===== src/rtl/writeback_stage.sv =====
// Writeback stage register: captures the MEM-stage entry, selects the register-file write index and data,
// drives the forwarding copies and counts retired instructions. One-cycle latency; stall holds, flush bubbles.
module writeback_stage (
   input  logic        clk,
   input  logic        reset,
   input  logic        stall,
   input  logic        flush,
   input  logic        inValid,
   input  logic        inRegWrite,
   input  logic        inMemToReg,
   input  logic        inLink,
   input  logic [4:0]  inRd,
   input  logic [31:0] inAluResult,
   input  logic [31:0] inMemData,
   input  logic [31:0] inPcPlus4,
   output logic        regWrite,
   output logic [4:0]  writeRegister,
   output logic [31:0] writeData,
   output logic        fwdValid,
   output logic [4:0]  fwdRegister,
   output logic [31:0] fwdData,
   output logic [31:0] retireCount
);

   logic        valid_q,        valid_d;
   logic        reg_write_q,    reg_write_d;
   logic        mem_to_reg_q,   mem_to_reg_d;
   logic        link_q,         link_d;
   logic [4:0]  rd_q,           rd_d;
   logic [31:0] alu_result_q,   alu_result_d;
   logic [31:0] mem_data_q,     mem_data_d;
   logic [31:0] pc_plus4_q,     pc_plus4_d;
   logic [31:0] retire_count_q, retire_count_d;

   // Priority: reset > flush > stall > load. Flush only needs to clear valid.
   always_comb begin
      valid_d        = valid_q;
      reg_write_d    = reg_write_q;
      mem_to_reg_d   = mem_to_reg_q;
      link_d         = link_q;
      rd_d           = rd_q;
      alu_result_d   = alu_result_q;
      mem_data_d     = mem_data_q;
      pc_plus4_d     = pc_plus4_q;
      retire_count_d = retire_count_q;
      if (reset) begin
         valid_d        = 1'b0;
         reg_write_d    = 1'b0;
         mem_to_reg_d   = 1'b0;
         link_d         = 1'b0;
         rd_d           = 5'd0;
         alu_result_d   = 32'd0;
         mem_data_d     = 32'd0;
         pc_plus4_d     = 32'd0;
         retire_count_d = 32'd0;
      end else if (flush) begin
         valid_d = 1'b0;
      end else if (!stall) begin
         valid_d      = inValid;
         reg_write_d  = inRegWrite;
         mem_to_reg_d = inMemToReg;
         link_d       = inLink;
         rd_d         = inRd;
         alu_result_d = inAluResult;
         mem_data_d   = inMemData;
         pc_plus4_d   = inPcPlus4;
         if (inValid) begin
            retire_count_d = retire_count_q + 32'd1;
         end
      end
   end

   always_ff @(posedge clk) begin
      valid_q        <= valid_d;
      reg_write_q    <= reg_write_d;
      mem_to_reg_q   <= mem_to_reg_d;
      link_q         <= link_d;
      rd_q           <= rd_d;
      alu_result_q   <= alu_result_d;
      mem_data_q     <= mem_data_d;
      pc_plus4_q     <= pc_plus4_d;
      retire_count_q <= retire_count_d;
   end

   // Link targets x31 with the return address; link outranks memToReg.
   always_comb begin
      writeRegister = link_q ? 5'd31 : rd_q;
      if (link_q) begin
         writeData = pc_plus4_q + 32'd4;
      end else if (mem_to_reg_q) begin
         writeData = mem_data_q;
      end else begin
         writeData = alu_result_q;
      end
      regWrite      = valid_q && (reg_write_q || link_q) && (writeRegister != 5'd0);
      fwdValid      = regWrite;
      fwdRegister   = writeRegister;
      fwdData       = writeData;
      retireCount   = retire_count_q;
   end

endmodule


===== config.mk =====
export PLATFORM = sky130hd
export DESIGN_NAME = writeback_stage
export DESIGN_NICKNAME = d
export VERILOG_FILES = /design/src/rtl/writeback_stage.sv
export SDC_FILE = /design/constraint.sdc
export NUM_CORES = 1
export LEC_CHECK = 0
export BUFFER_PORTS_ARGS = -buffer_cell sky130_fd_sc_hd__buf_2
export CAP_MARGIN = 20
export CORE_MARGIN = 2
export CORE_UTILIZATION = 35
export DETAILED_ROUTE_END_ITERATION = 8
export GPL_TIMING_DRIVEN = 0
export MAX_ROUTING_LAYER = met4
export PLACE_DENSITY_LB_ADDON = 0.2
export REMOVE_ABC_BUFFERS = 1
export SLEW_MARGIN = 10
export SYNTH_ARGS = -nofsm -noshare
export SYNTH_HDL_FRONTEND = slang
export SYNTH_SLANG_ARGS = --single-unit

===== constraint.sdc =====
create_clock -name clk -period 3.29 [get_ports clk]
set_clock_uncertainty 0.1 [all_clocks]
set_input_delay 0.4935 -clock clk [delete_from_list [all_inputs] [get_ports clk]]
set_output_delay 0.4935 -clock clk [all_outputs]
set_load 0.02 [all_outputs]

==> impl_results.md, run 1 <==
- Outcome: complete, no violations
- Worst-path clk slew: 0.06 ns
- Sink Count: 137
- Antenna violations before repair: 3
- Routed WL: 18,370 um
- RSZ-0062 raised after global routing: false
- Die Area: 0.02030 mm2
- Core footprint: 0.01877 mm2
- CTS Buffer Depth: 2
- Final hold vios: 0
- Hold Crit Start: inLink
- I/O pin cnt: between 200 and 250
- Critical Path Slowest Stage Cell: or4_4
- Fin cells: between 1,000 and 1,500
- Worst setup EP type: output port
- Gate Count Post-Synth: 884
- Detailed Routing Iterations Pass 1: 4
- Relative slew slack: 42.55%
- Switching share of power: 24.09%
- Max incr delay on CP: 0.64 ns
- Die H: 142.5 um
- Worst path cell trace: nand4_4 > or4_4 > or4_1 > a31oi_2 > buf_2
- NumNets Final: between 1,000 and 1,500
- Root Driver: clkbuf_16
- Worst path bufs/invs: 1
- DP Area: around 0.0077 mm2
- CP Launch Type: flop
- Setup violations, final: 0
- Comb power frac: 10.6%
- Max Freq: 312.8 MHz
- PortBufs: 216
- Wirelength per Cell: 14.37 um
- Worst Setup SP: pc_plus4_q[15]
- Detailed Place HPWL: between 10,000 and 15,000 um
- Yosys cell types: 35
- GR Overflow Total: 0
- Syn Std Cell Area: 0.006711 mm2
- Final core utilization: between 40% and 50%
- CP Data Required Time: 2.70 ns
- Ys Warns: 0
- Clk network pwr share: 50.3%
- Die X: 142.5 um
- CTS buffer count: 17
- Critical path fanouts, max: 10
- Depth of the worst register-to-register path: 4
- All-layer global routing usage: 18.51%
- DP Worst Slack: ~0.25 ns
- Max-cap violations: 0
- Worst Hold End: link_q
- Starting Density: 35.76%
- Final Cycle Share: 97.16%
- Vias per cell: 5.039
- Leak pwr: 3.449 nW
- Max-slew violations: 0
- Worst hold path depth: 3
- Detailed-route DRC error count: 0
- Synth Flop Type: dfxtp_1
- Number of flops mapped to enable cells by yosys: 0
- VDD IR max: between 300 and 400 uV
- Power Density: 533.9 mW/mm2
- Final worst setup slack: 0.09355 ns
- Sequential share of the synthesized area: 40.87%
- Rows: 50
- Worst-margin pin slew: 0.8597 ns
- Worst endpoint data arrival time: 2.60 ns
- Setup_tns: 0 ns
- Number of global-route vias before repair: 5,830
- Share of post-route cells with drive strength above 1: 28.24%
- RR Startpoint: retireCount[13]
- Internal power: 3.460 mW
- Avg Synthesized Cell Area: 7.592 um2
- Critical setup path kind: flop to output port
- CTS tree: yes
- Largest net degree at the start of global routing: 72
- Vias: roughly 6,400
- CP top delay family: simple AND/OR/NAND/NOR gates
- Placer Congestion: 0.7777
- Cell area after layout: 0.008537 mm2
- #FFs+latches synth: 137
- Switching power: 1.098 mW
- Worst skew pair latency: 0.42 ns
- Seq pwr share: around two fifths
- Reg-to-reg slack, setup: between 0.8 and 0.9 ns
- Worst Hold Class: input port to flop
- Antenna Nets Post-Route: 0
- Async SR Flop Fraction: 0%
- H-tree Lvls: 4
- Number of DRC markers in iteration 0: 280
- Period minus WS final: 3.196 ns
- Inst Count DP: 1,237
- Global-route wire length before repair: a little under 30,000 um
- Reg2reg end: retireCount[31]
- Synth-to-Final Area Change: 27.20%
metrics by stage:
| step | power (mW) | hold WS [ns] |
|---|---|---|
| after detailed placement | 2.302 | 0.3422 |
| after global routing | 4.746 | 0.1910 |
| after floorplan | 2.068 | 0.3257 |
| after global placement | 2.297 | 0.3376 |
| final | 4.557 | 0.2008 |
| after CTS | 4.615 | 0.1812 |
worst max-delay path by stage:
stage                     slack [ns]              end  cells past startpoint
final                           0.09    writeData[30]                      5
after global routing           0.006    writeData[20]                      6
after CTS                      0.002      fwdData[20]                      6
after detailed placement        0.25    writeData[30]                      5
after global placement         -3.35   mem_data_q[24]                      4
after floorplan                -0.81  alu_result_q[0]                      3
routing by layer:
layer	vias up	global-route usage, %	wire length, um
li1	3329	-	-
met3	18	5.047	1088
met4	0	5.732	223
met1	2925	23.51	8560
met2	168	28.74	8493
met5	-	-	0
registers in the layout, indices dropped and copies added (netlist names), 5 cells and up:
name          flops
mem_data_q       32
rd_q              5
pc_plus4_q       32
retireCount      32
alu_result_q     32
tightest hold or removal path, cell delays in order:
cell     delay (ns)
buf_2          0.09
nand2_1        0.04
a21oi_1        0.05
power by group through the flow:
stage / logic (mW) / clock network [mW] / registers (mW)
after global routing: 0.536 / 2.41 / 1.79
final: 0.484 / 2.29 / 1.78
after global placement: 0.477 / 0 / 1.82
after detailed placement: 0.487 / 0 / 1.82
after floorplan: 0.266 / 0 / 1.80
after CTS: 0.489 / 2.34 / 1.78
cells in the mapped netlist, types with 2 or more instances:
library cell | number | area share, %
or4_1 | 30 | 3.4
o31ai_1 | 27 | 3.0
nor4_1 | 4 | 0.37
nor3_1 | 4 | 0.30
mux2i_1 | 9 | 1.3
nand3_1 | 20 | 1.5
xnor2_1 | 11 | 1.4
nand4_1 | 15 | 1.4
and3_1 | 7 | 0.65
inv_1 | 8 | 0.45
buf_4 | 38 | 4.3
or3_1 | 8 | 0.75
o21a_1 | 2 | 0.22
a31oi_1 | 16 | 1.5
a211oi_1 | 25 | 2.8
ha_1 | 2 | 0.37
dfxtp_1 | 137 | 41
nor2_1 | 17 | 0.95
and4_1 | 7 | 0.91
nand4_2 | 2 | 0.37
o21ai_0 | 13 | 0.97
clkbuf_1 | 55 | 3.1
xor2_1 | 13 | 1.7
or2_2 | 7 | 0.65
buf_1 | 8 | 0.45
nor2b_1 | 26 | 2.4
and2_1 | 2 | 0.19
a21oi_1 | 131 | 9.8
nand2_1 | 234 | 13
cell type report:
type | count | area, um2
Multi-Input combinational cell | 637 | 3495
Timing Repair Buffer | 227 | 1237
Fill cell | 1959 | 10230
Inverter | 8 | 30.03
Antenna cell | 3 | 7.507
Tap cell | 234 | 292.8
Sequential cell | 137 | 2761
Clock buffer | 22 | 505.5
Clock inverter | 10 | 207.7
cells in the final DEF (no fill, tap or decap), types with 2 or more instances in the layout:
master	n
nor4_1	4
or4_1	28
dfxtp_2	12
or3_1	7
nand2_1	234
mux2i_1	9
buf_12	4
buf_4	5
a31oi_2	4
xnor2_1	11
and2_1	2
nand4_4	2
clkbuf_8	4
clkbuf_16	18
inv_1	8
nand4_1	15
a211oi_1	25
a21oi_1	131
nor2b_1	26
a31oi_1	12
nor3_1	4
bufinv_16	6
or4_4	2
dfxtp_1	124
xor2_1	13
nand3_1	19
clkinv_2	2
o31ai_1	27
and4_1	7
diode_2	3
buf_2	216
o21a_1	2
and3_1	7
nor2_1	16
o21ai_0	13
or2_2	6
repair_timing:
item | in CTS | in global routing
gates cloned | 0 | 0
resized for setup | 10 | 13
endpoints found under the setup margin | 26 | 22
endpoints found under the hold margin | 0 | 0
setup buffers | 6 | 0
pin swaps | 2 | 1
hold buffers | 0 | 0
logic make-up after synthesis:
family / count (synthesis) / share of synthesized area [%]
AO/OA/AOI/OAI: 215 / 18.38
XOR/XNOR: 24 / 3.132
adder cells (fa/ha/maj): 2 / 0.3728
buffers and inverters: 110 / 8.296
flip-flops: 137 / 40.87
multiplexers: 10 / 1.510
AND/OR/NAND/NOR: 386 / 27.44
Note: power is estimated with default switching activity, not from simulation.
==> run 2: changes to the inputs <==
- CELL_PAD_IN_SITES_DETAIL_PLACEMENT: unset -> 1
- CELL_PAD_IN_SITES_GLOBAL_PLACEMENT: unset -> 1
==> run 2 against run 1 <==
Net effect:
- first-iteration DRC count down 28%
- global-route usage is 1.0 points higher
- final cell count fell by 0.16%
- utilization fell by 0.55 points
- routed wire length increased by 9.7%
- combinational power up 1%
==> impl_results.md, run 2 (synthesis gave the netlist of run 1 again) <==
- Outcome: complete, no violations (unchanged)
- Worst skew pair latency: 0.42 ns (about the same)
- Setup violations, final: 0 (unchanged)
- Critical path fanouts, max: 8 (was 10)
- Root Driver: clkbuf_16 (unchanged)
- Final Cycle Share: 96.82% (was 97.16%)
- Max Freq: 313.9 MHz (was 312.8 MHz)
- Sink Count: 137 (unchanged)
- Starting Density: 35.76% (unchanged)
- PortBufs: 216 (unchanged)
- Worst setup EP type: output port (unchanged)
- Comb power frac: 11.4% (was 10.6%)
- Seq pwr share: 41.5% (was 39.1%)
- Critical Path Slowest Stage Cell: or4_4 (unchanged)
- CTS Buffer Depth: 2 (unchanged)
- Switching power: 1.104 mW (was 1.098 mW)
- CTS buffer count: 17 (unchanged)
- DP Worst Slack: 0.2279 ns (was 0.2548 ns)
- Worst-margin pin slew: 0.8569 ns (was 0.8597 ns)
- Rows: 50 (unchanged)
- Max incr delay on CP: 0.62 ns (was 0.64 ns)
- Most common cell after layout, fill and taps aside: nand2_1 (unchanged)
- Fillers: 2,333 (was 1,959)
- Final hold vios: 0 (unchanged)
- Switching share of power: 25.68% (was 24.09%)
- Worst Hold Class: input port to flop (unchanged)
- All-layer global routing usage: 19.53% (was 18.51%)
- Critical setup path kind: flop to output port (unchanged)
- Leak pwr: 3.376 nW (was 3.449 nW)
- Reg-to-reg slack, setup: 0.88 ns (was 0.82 ns)
- Share of post-route cells with drive strength above 1: 27.82% (was 28.24%)
- Relative slew slack: 42.74% (was 42.55%)
- Worst-path clk slew: 0.06 ns (about the same)
- Vias per cell: 5.140 (was 5.039)
- H-tree Lvls: 4 (unchanged)
- FF/Latch Area: 0.002761 mm2 (unchanged)
- Worst Setup SP: pc_plus4_q[17] (was pc_plus4_q[15])
- CP Data Required Time: 2.70 ns (about the same)
- Max-slew violations: 0 (unchanged)
- Vias: 6,559 (was 6,440)
- Die H: 142.5 um (unchanged)
- Core footprint: 0.01877 mm2 (unchanged)
- CTS tree: yes (unchanged)
- Detailed Routing Iterations Pass 1: 4 (unchanged)
- Worst endpoint data arrival time: 2.59 ns (was 2.60 ns)
- Detailed Place HPWL: 13,490 um (was 12,360 um)
- Max-cap violations: 0 (unchanged)
- Number of DRC markers in iteration 0: 201 (was 280)
- Period minus WS final: 3.185 ns (was 3.196 ns)
- Power Density: 509.6 mW/mm2 (was 533.9 mW/mm2)
- Leading cell types in the layout, fill and taps excluded: nand2_1, buf_2, a21oi_1 (unchanged)
- Final worst setup slack: 0.1045 ns (was 0.09355 ns)
- Largest net degree at the start of global routing: 72 (unchanged)
- Antenna violations before repair: 3 (unchanged)
- Wirelength per Cell: 15.79 um (was 14.37 um)
- Number of global-route vias before repair: 6,176 (was 5,830)
- Die X: 142.5 um (unchanged)
- Routed WL: 20,140 um (was 18,370 um)
- Hold Crit Start: inRd[0] (was inLink)
- CP Launch Type: flop (unchanged)
- Internal power: 3.194 mW (was 3.460 mW)
- Worst path cell trace: nand4_4 > or4_4 > or4_1 > a31oi_2 > buf_2 (unchanged)
- VDD IR max: 330.5 uV (was 336.3 uV)
- Die Area: 0.02030 mm2 (unchanged)
- Placer Congestion: 0.7673 (was 0.7777)
- Detailed-route DRC error count: 0 (unchanged)
- Global-route wire length before repair: 31,040 um (was 29,210 um)
- I/O pin cnt: 217 (unchanged)
- Synth-to-Final Area Change: 25.65% (was 27.20%)
- GR Overflow Total: 0 (unchanged)
- Area of the multi-input gates: 0.003505 mm2 (was 0.003495 mm2)
- NumNets Final: 1,138 (was 1,139)
- Clk network pwr share: 47.1% (was 50.3%)
- RR Startpoint: retireCount[13] (unchanged)
- Total Power: 4.297 mW (was 4.557 mW)
- Antenna Nets Post-Route: 0 (unchanged)
-- run 2: cell count changes in the layout (fill, tap and decap cells not counted), sizes merged --
| cell | before | now |
|---|---|---|
| clkinvlp | 0 | 4 |
| inv | 9 | 8 |
| bufinv | 6 | 4 |
| buf | 227 | 224 |
| or3 | 8 | 9 |
| or4 | 30 | 31 |
| clkbuf | 22 | 20 |
-- run 2: final cells by class --
class	instances	share of cell area, %
Antenna cell	3	0.08902
Clock buffer	20	5.297
Clock inverter	11	2.047
Inverter	8	0.3561
Multi-Input combinational cell	639	41.56
Sequential cell	137	32.74
Tap cell	234	3.472
Timing Repair Buffer	224	14.44
-- run 2: power groups by stage --
stage	sequential [mW]	clock (mW)	combinational, mW
after floorplan	1.80	0	0.266
after global placement	1.82	0	0.480
after detailed placement	1.82	0	0.493
after CTS	1.78	2.07	0.495
after global routing	1.79	2.15	0.539
final	1.78	2.02	0.490
-- run 2: layer usage --
layer | share of wire [%] | vias to the layer above | routed length [um] | global-route usage, %
met4 | 0.97 | 0 | 195 | 5.159
met3 | 5.0 | 19 | 1001 | 4.643
met1 | 47 | 3091 | 9430 | 24.45
li1 | - | 3320 | - | -
met5 | 0 | - | 0 | -
met2 | 47 | 129 | 9514 | 31.71
-- run 2: critical path, delay by kind of cell (launching register included) --
| family | cells | cell delay [ns] |
|---|---|---|
| AO/OA/AOI/OAI | 1 | 0.23 |
| AND/OR/NAND/NOR | 3 | 1.35 |
| buffers and inverters | 1 | 0.20 |
| flip-flops | 1 | 0.40 |
-- run 2: per-stage QoR --
step	area [um2]	hold WS, ns	setup TNS (ns)	util [%]	instances
2_1_floorplan	6185	0.3257	-84.26	-	782
3_3_place_gp	7559	0.3387	-353.51	40.27	1232
3_5_place_dp	7687	0.3424	0	40.96	1237
4_1_cts	8372	0.1949	0	44.61	1271
5_1_grt	8433	0.1989	-0.0001195	44.93	1276
6_report	8433	0.2091	0	44.93	1276
-- run 2: worst paths after layout --
kind                            to  depth (start not counted)
hold reg to reg   alu_result_q[19]                          2
hold / removal             rd_q[0]                          3
setup / recovery       fwdData[30]                          5
setup reg to reg   retireCount[31]                          4
-- run 2: what timing repair did --
item / CTS / global route
hold buffers: 0 / 0
setup buffers: 3 / 0
resized for setup: 9 / 13
endpoints found under the setup margin: 24 / 18
pin swaps: 2 / 3
gates cloned: 0 / 2
